**config.mk**
```make
export PLATFORM = sky130hd
export DESIGN_NAME = regfile_fwd_sb
export DESIGN_NICKNAME = d
export VERILOG_FILES = /design/src/rtl/regfile_fwd_sb_pkg.sv /design/src/rtl/rf_fwd_mux.sv /design/src/rtl/regfile_fwd_sb.sv
export SDC_FILE = /design/constraint.sdc
export NUM_CORES = 1
export LEC_CHECK = 0
export BUFFER_PORTS_ARGS = -buffer_cell sky130_fd_sc_hd__clkbuf_2
export CAP_MARGIN = 20
export CORE_MARGIN = 4
export CORE_UTILIZATION = 30
export CTS_CLUSTER_DIAMETER = 40
export CTS_CLUSTER_SIZE = 16
export DETAILED_ROUTE_END_ITERATION = 10
export GPL_ROUTABILITY_DRIVEN = 0
export REMOVE_ABC_BUFFERS = 1
export SYNTH_ARGS = -nofsm -noshare
export SYNTH_HDL_FRONTEND = slang
export SYNTH_SLANG_ARGS = --single-unit
```
**constraint.sdc**
```tcl
create_clock -name clk -period 12.3 [get_ports clk]
set_input_delay 1.23 -clock clk [delete_from_list [all_inputs] [get_ports clk]]
set_output_delay 1.23 -clock clk [all_outputs]
set_load 0.02 [all_outputs]
```
**src/rtl/regfile_fwd_sb_pkg.sv**
```systemverilog
// Shared constants for the decode-stage register file:
// operand source select encoding.
package regfile_fwd_sb_pkg;

    localparam int SEL_W = 2;

    localparam logic [SEL_W-1:0] FWD_REG = 2'b00;
    localparam logic [SEL_W-1:0] FWD_EX  = 2'b01;
    localparam logic [SEL_W-1:0] FWD_DM  = 2'b10;
    localparam logic [SEL_W-1:0] FWD_WB  = 2'b11;

endpackage

```
**src/rtl/rf_fwd_mux.sv**
```systemverilog
// Per-port operand mux: register latch or a forwarded result,
// optionally overridden by the immediate.
module rf_fwd_mux
    import regfile_fwd_sb_pkg::*;
#(
    parameter int DATA_W = 8
) (
    input  logic [SEL_W-1:0]  sel,
    input  logic [DATA_W-1:0] reg_q,
    input  logic [DATA_W-1:0] ans_ex,
    input  logic [DATA_W-1:0] ans_dm,
    input  logic [DATA_W-1:0] ans_wb,
    input  logic              imm_en,
    input  logic [DATA_W-1:0] imm,
    output logic [DATA_W-1:0] dout
);

    logic [DATA_W-1:0] src;

    always_comb begin
        src = reg_q;
        unique case (sel)
            FWD_REG: src = reg_q;
            FWD_EX:  src = ans_ex;
            FWD_DM:  src = ans_dm;
            FWD_WB:  src = ans_wb;
            default: src = reg_q;
        endcase
    end

    assign dout = imm_en ? imm : src;

endmodule

```
**src/rtl/regfile_fwd_sb.sv**
```systemverilog
// Parametrised register file with write-through bypass,
// operand forwarding and a per-register busy scoreboard.
module regfile_fwd_sb
    import regfile_fwd_sb_pkg::*;
#(
    parameter int DATA_W   = 8,
    parameter int ADDR_W   = 5,
    parameter int NUM_RD   = 2,
    parameter int ZERO_REG = 1
) (
    input  logic                       clk,
    input  logic                       rst,
    input  logic [NUM_RD*ADDR_W-1:0]   rd_addr,
    input  logic [NUM_RD*SEL_W-1:0]    fwd_sel,
    input  logic [DATA_W-1:0]          ans_ex,
    input  logic [DATA_W-1:0]          ans_dm,
    input  logic [DATA_W-1:0]          ans_wb,
    input  logic [DATA_W-1:0]          imm,
    input  logic                       imm_sel,
    input  logic                       wr_en,
    input  logic [ADDR_W-1:0]          wr_addr,
    input  logic [DATA_W-1:0]          wr_data,
    input  logic                       iss_en,
    input  logic [ADDR_W-1:0]          iss_addr,
    output logic [NUM_RD*DATA_W-1:0]   rd_data,
    output logic [NUM_RD-1:0]          hazard
);

    localparam int NREGS = 2 ** ADDR_W;

    logic [DATA_W-1:0] mem  [NREGS];
    logic [DATA_W-1:0] rd_q [NUM_RD];
    logic [NREGS-1:0]  busy;
    logic [NUM_RD-1:0] hazard_q;
    logic              wr_ok;

    assign wr_ok = wr_en && !((ZERO_REG != 0) && (wr_addr == '0));

    always_ff @(posedge clk or posedge rst) begin
        if (rst) begin
            for (int r = 0; r < NREGS; r++) mem[r] <= '0;
        end else if (wr_ok) begin
            mem[wr_addr] <= wr_data;
        end
    end

    // Set after clear so a same-cycle issue marks the new producer.
    always_ff @(posedge clk or posedge rst) begin
        if (rst) begin
            busy <= '0;
        end else begin
            if (wr_en) busy[wr_addr] <= 1'b0;
            if (iss_en) busy[iss_addr] <= 1'b1;
            if (ZERO_REG != 0) busy[0] <= 1'b0;
        end
    end

    for (genvar i = 0; i < NUM_RD; i++) begin : g_port
        logic [ADDR_W-1:0] ra;
        logic              bypass;
        logic              zero_rd;

        assign ra      = rd_addr[i*ADDR_W +: ADDR_W];
        assign bypass  = wr_ok && (wr_addr == ra);
        assign zero_rd = (ZERO_REG != 0) && (ra == '0);

        always_ff @(posedge clk or posedge rst) begin
            if (rst) begin
                rd_q[i]     <= '0;
                hazard_q[i] <= 1'b0;
            end else begin
                if (zero_rd) rd_q[i] <= '0;
                else if (bypass) rd_q[i] <= wr_data;
                else rd_q[i] <= mem[ra];
                hazard_q[i] <= busy[ra] && !(wr_en && wr_addr == ra);
            end
        end

        rf_fwd_mux #(
            .DATA_W (DATA_W)
        ) u_mux (
            .sel    (fwd_sel[i*SEL_W +: SEL_W]),
            .reg_q  (rd_q[i]),
            .ans_ex (ans_ex),
            .ans_dm (ans_dm),
            .ans_wb (ans_wb),
            .imm_en (imm_sel && (i == NUM_RD - 1)),
            .imm    (imm),
            .dout   (rd_data[i*DATA_W +: DATA_W])
        );
    end

    assign hazard = hazard_q;

endmodule

```
==> results.py, run 1 <==
metrics = {
    "status": {
        "status": "complete, no violations",
    },
    "pwr": {
        "swShare_pct": 27.7,
        "p_switching_uw": 945,
        "seq_power_share_pct": 39.9,
        "power_frac_comb_pct": 18.2,
        "p_clk_share_pct": 41.9,
        "power.density_mw_per_mm2": 176,
        "p_leak_uw": 0.00810,
        "p_int_uw": 2470,
        "ir_drop_v": 0.0000897,
    },
    "layout": {
        "syn2layout_area_growth_pct": 16.1,
        "register_area_mm2": 0.00763,
        "multi_input_area_mm2": 0.00855,
        "fillCellCount": 5326,
        "drive_above_1_share_pct": 50.9,
        "nets": 1255,
        "fin_util_pct": 35.2,
        "final_area_mm2": 0.0194,
    },
    "critical_path": {
        "cp_top_family": "multiplexers",
        "cpPeakStageDelay_ns": 0.55,
        "crit_top_cell": "clkbuf_2",
        "crit_path_cell_trace": "clkbuf_2 > mux4_2 > mux2_2 > clkbuf_2",
        "crit_path_start_kind": "input pin",
        "cp_max_fo": 8,
        "arrival_ns": 2.48,
        "worstPathRequired_ns": 11.07,
        "end_kind": "output pin",
        "worstSetupPathType": "input pin to output pin",
        "crit_slowest_cell": "mux4_2",
        "path_buf_inv": 2,
    },
    "clock_tree": {
        "clock_path_buffers": 3,
        "tritoncts": "built",
        "htree_levels": 2,
        "post-cts-setup-buffers": 0,
        "cts_resized": 0,
        "clk_pin_slew_ns": 0.05,
        "insertion_delay_ns": 0.58,
        "hold_buffers": 0,
        "cts.sink_count": 305,
        "cts_buffers": 48,
        "cts_root_buf": "clkbuf_16",
    },
    "yosys": {
        "async_flop_share_pct": 100,
        "yosysWarningCount": 0,
        "synthCells": 1137,
        "synthDistinctLibCells": 51,
        "synth_edf_count": 0,
        "synth_seq_cells": 305,
        "synth_area_mm2": 0.0167,
        "yosysSeqAreaShare_pct": 45.8,
        "synthFlopType": "dfrtp_1",
        "syn_area_per_cell_um2": 14.7,
    },
    "placement": {
        "dp_slack_ns": 8.13,
        "place_area_mm2": 0.0177,
        "io_buffers": 86,
        "dp_hpwl_um": 33400,
    },
    "sta": {
        "holdWs_ns": 0.381,
        "fin_ws_ns": 8.59,
        "setup_viol": 0,
        "setup_tns_ns": 0,
        "finalCriticalPeriod_ns": 3.71,
        "fin_skew_ns": 0.0309,
        "max_freq_mhz": 269,
        "max-slew-margin-rel_pct": 22.9,
        "slew_violations": 0,
        "fin_crit_sh_pct": 30.2,
        "hold_viol_final": 0,
        "rsz0062_at_grt": "false",
        "worst_pin_slew_ns": 1.15,
    },
    "global_routing": {
        "antenna_found_initial": 5,
        "grt_max_degree": 173,
        "grt_use_total_pct": 17.0,
        "grt_pass1_vias": 11729,
        "grt_overflow": 0,
        "grt_pass1_wl_um": 77100,
    },
    "job": {
        "drv_cap": 0,
    },
    "floorplanning": {
        "core_mm2": 0.0551,
        "num_rows": 86,
        "die_area_mm2": 0.0594,
        "start_util_pct": 30.3,
        "pin_count": 87,
        "fp.dieH_um": 244,
        "die_w_um": 244,
    },
    "detailed_routing": {
        "wl_um": 50700,
        "drt_iter0_markers": 905,
        "drc": 0,
        "drtPass1Iterations": 5,
        "avgRoutedWirePerCell_um": 25.6,
        "ant_nets": 0,
        "route.vias.total": 10997,
        "viasPerCell": 5.57,
    },
    "hold_path": {
        "hold_path.class": "register to register",
    },
}
registers in the layout (all words and copies together) (netlist names):
| signal | cells |
|---|---|
| hazard | 2 |
| busy | 31 |
| mem | 256 |
| rd_q | 16 |
cell families (layout without fill, tap and decap cells):
family                    after synthesis  in the layout  share of synthesized area (%)
AOI/OAI and AO/OA                     122            122                           4.91
other                                   0              2                              0
muxes                                 458            458                           41.4
buffers and inverters                 101            189                           3.02
xor gates and xnor gates               10             10                          0.525
DFF                                   305            305                           45.8
and+or+nand+nor                       141            141                           4.44
cell usage after synthesis, types with 4 or more instances:
library cell / number / area share [%]
buf_2: 28 / 0.84
dfrtp_1: 305 / 46
xor2_1: 4 / 0.21
nand3b_1: 6 / 0.27
o21ai_0: 41 / 1.2
nand4_1: 6 / 0.23
nand2_1: 41 / 0.92
mux2_2: 260 / 18
nor2_2: 12 / 0.45
mux2i_1: 39 / 2.3
o21ai_1: 4 / 0.12
nor2_1: 28 / 0.63
a221oi_1: 10 / 0.52
buf_4: 10 / 0.45
a21oi_1: 5 / 0.15
nor3b_1: 13 / 0.58
buf_6: 7 / 0.47
xnor2_1: 6 / 0.32
clkbuf_1: 45 / 1.0
a22o_1: 16 / 0.84
mux4_2: 159 / 21
nand3_1: 4 / 0.12
nor4_1: 4 / 0.15
buf_1: 7 / 0.16
a31oi_1: 13 / 0.49
a22oi_1: 17 / 0.77
o211ai_1: 4 / 0.18
nor3_1: 5 / 0.15
or2_2: 4 / 0.15
cell type report:
| type | count | share of cell area (%) |
|---|---|---|
| inverters | 4 | 0.116 |
| diodes | 2 | 0.0258 |
| clock inverters | 36 | 2.25 |
| clock buffers | 53 | 6.51 |
| repair buffers | 96 | 2.73 |
| flip-flops and latches | 305 | 39.4 |
| multi-input cells | 731 | 44.1 |
| well taps | 748 | 4.83 |
cell usage in the layout (no fill, tap or decap), types with 5 or more instances in the layout:
master,n
dfrtp_1,305
a21oi_1,5
nor2_1,28
mux2i_1,39
nand3b_1,6
buf_4,13
nand2_1,41
clkbuf_2,82
a221oi_1,10
a31oi_1,13
inv_6,9
clkinv_4,7
clkinvlp_4,6
nor3b_1,13
a22oi_1,17
clkinv_2,6
mux4_2,159
nor3_1,5
bufinv_16,7
clkbuf_16,49
nand4_1,6
xnor2_1,6
a22o_1,16
o21ai_0,41
mux2_2,260
nor2_2,12
power by group through the flow:
stage          Sequential, µW  Combinational (µW)  Clock [µW]
2_1_floorplan            1310                 450           0
3_3_place_gp             1360                 607           0
3_5_place_dp             1370                 623           0
4_1_cts                  1360                 624        1450
5_1_grt                  1380                 666        1500
6_report                 1360                 620        1430
path summary, 6_finish.rpt:
kind,startpoint,to,slack (ns),cells past startpoint
setup / recovery,fwd_sel[2],rd_data[15],8.59,4
hold / removal,mem[253],mem[253],0.38,0
setup reg to reg,mem[43],rd_q[11],10.05,5
hold reg to reg,mem[253],mem[253],0.38,0
max in group asynchronous,rst,rd_q[7],10.05,3
min in group asynchronous,rst,busy[26],0.81,2
metrics by stage:
stage / std cells / power [µW]
global placement: 1883 / 1970
global route: 1973 / 3550
floorplan: 1040 / 1760
detailed placement: 1884 / 1990
CTS: 1973 / 3430
finish: 1975 / 3410
routing by layer:
metal	vias up	track usage [%]	wire, µm
met4	4	5.82	1610
met5	-	0	21
met3	75	4.45	4040
met1	5918	22.3	20700
met2	444	27.6	24300
li1	4556	-	-
No activity file was read; power rests on OpenSTA's default activity.
==> run 2, diff against run 1 <==
clock period = 3.5 ns   (was 12.3 ns; I/O delays follow)
==> results.py, run 2 (synthesis gave the netlist of run 1 again) <==
metrics = {
    "clock_tree": {
        "tritoncts": "built",
        "cts_root_buf": "clkbuf_16",
        "cts_buffers": 48,
        "post-cts-setup-buffers": 0,
        "insertion_delay_ns": 0.58,
        "htree_levels": 2,
        "clock_path_buffers": 3,
        "clk_pin_slew_ns": 0.05,
        "cts.sink_count": 305,
    },
    "sta": {
        "worst_pin_slew_ns": 0.881,
        "holdWs_ns": 0.154,
        "max_freq_mhz": 426,
        "fin_ws_ns": 1.15,
        "fin_skew_ns": 0.0236,
        "finalCriticalPeriod_ns": 2.35,
        "hold_viol_final": 0,
        "slew_violations": 0,
        "max-slew-margin-rel_pct": 40.5,
        "setup_viol": 0,
        "rsz0062_at_grt": "false",
        "fin_crit_sh_pct": 67.1,
    },
    "layout": {
        "top_register": "mem",
        "final_area_mm2": 0.0195,
        "drive_above_1_share_pct": 51.5,
        "nets": 1278,
        "most-common-layout-cells": "dfrtp_1, mux2_2, mux4_2",
        "largest_reg_flops": 256,
        "mostFrequentLayoutCell": "dfrtp_1",
        "syn2layout_area_growth_pct": 17.1,
        "diodes": 0,
        "fin_util_pct": 35.5,
        "largestRegisters": "mem x256, busy x31, rd_q x16",
    },
    "floorplanning": {
        "core_mm2": 0.0551,
        "die_w_um": 244,
        "pin_count": 87,
        "fp.dieH_um": 244,
        "num_rows": 86,
        "die_area_mm2": 0.0594,
        "start_util_pct": 30.3,
    },
    "pwr": {
        "p_switching_uw": 3210,
        "p_total_uw": 11800,
        "p_clk_share_pct": 40.9,
        "ir_drop_v": 0.000307,
        "swShare_pct": 27.2,
        "p_int_uw": 8590,
        "power.density_mw_per_mm2": 604,
        "seq_power_share_pct": 40.3,
        "p_leak_uw": 0.00820,
        "power_frac_comb_pct": 18.8,
    },
    "detailed_routing": {
        "wl_um": 50300,
        "route.vias.total": 11021,
        "drt_iter0_markers": 904,
        "drc": 0,
        "viasPerCell": 5.53,
        "avgRoutedWirePerCell_um": 25.3,
        "ant_nets": 0,
        "drtPass1Iterations": 5,
    },
    "critical_path": {
        "r2r-start": "mem[3]",
        "timing.rr.end": "rd_q[3]",
        "crit_path_start_kind": "input pin",
        "worstRegToRegCells": 4,
        "r2r_slack_ns": 1.50,
        "worstPathRequired_ns": 3.95,
        "end_kind": "register",
        "arrival_ns": 2.80,
        "cp_max_fo": 42,
        "worstSetupPathType": "input pin to register",
    },
    "job": {
        "drv_cap": 0,
    },
    "hold_path": {
        "hp-start": "wr_en",
        "hold_path.class": "input pin to register",
        "holdPathStages": 2,
        "hold_end": "hazard[1]",
    },
    "global_routing": {
        "grt_pass1_vias": 11584,
        "grt_max_degree": 102,
        "grt_use_total_pct": 16.9,
        "antenna_found_initial": 1,
        "grt_pass1_wl_um": 76700,
        "grt_overflow": 0,
    },
    "placement": {
        "io_buffers": 86,
        "dp_slack_ns": 0.587,
        "place_area_mm2": 0.0179,
        "dp_hpwl_um": 34200,
    },
    "status": {
        "status": "complete, no violations",
    },
}
==> run 2: cell count changes in the layout (fill, tap and decap cells not counted), moves of 3 or more <==
cell and delta:
inv_6 -6, buf_4 +17, clkinv_4 -3, clkbuf_8 +4, buf_12 +5
==> run 2: cell type report <==
cell class,count,area (µm²)
fillers,5269,35600
multi-input cells,731,8550
flip-flops and latches,305,7630
clock buffers,58,1320
well taps,748,936
repair buffers,119,766
clock inverters,28,315
inverters,4,22.5
==> run 2: power by group through the flow <==
stage               logic [µW]  clock network, µW  registers, µW
global placement          2170                  0           4770
CTS                       2230               4910           4750
detailed placement        2230                  0           4800
global route              2390               5060           4840
floorplan                 1580                  0           4590
finish                    2220               4820           4760
==> run 2: layer usage <==
layer	vias up	wire length, µm	global-route usage [%]
li1	4603	-	-
met1	5943	21000	22.3
met2	392	24500	28.0
met3	81	3380	3.42
met4	2	1430	5.65
met5	-	11	0
==> run 2: worst max-delay path by stage <==
stage | start | end | slack [ns] | cells past startpoint
3_5_place_dp | rd_addr[5] | rd_q[3] | 0.59 | 6
3_3_place_gp | rd_addr[5] | rd_q[3] | 0.57 | 6
4_1_cts | rd_q[6] | rd_data[14] | 1.13 | 3
2_1_floorplan | rst | busy[10] | -5.28 | 1
6_report | rd_addr[5] | rd_q[3] | 1.15 | 6
5_1_grt | rd_addr[5] | rd_q[3] | 1.07 | 6
==> run 2: timing repair <==
action / CTS / global route
hold buffers: 1 / 0
resized for setup: 0 / 0
endpoints found under the hold margin: 97 / 0
==> run 2: stage by stage <==
stage                     setup TNS [ns]  cells
after floorplan                 -1610.70   1040
after global placement                 0   1906
after detailed placement               0   1906
after CTS                              0   1993
after global routing                   0   1993
final                                  0   1993
==> run 2: critical path, cell delays in order <==
cell     delay (ns)
buf_4          0.62
buf_4          0.34
mux4_2         0.52
a22oi_1        0.46
nand4_1        0.17
mux2_2         0.31
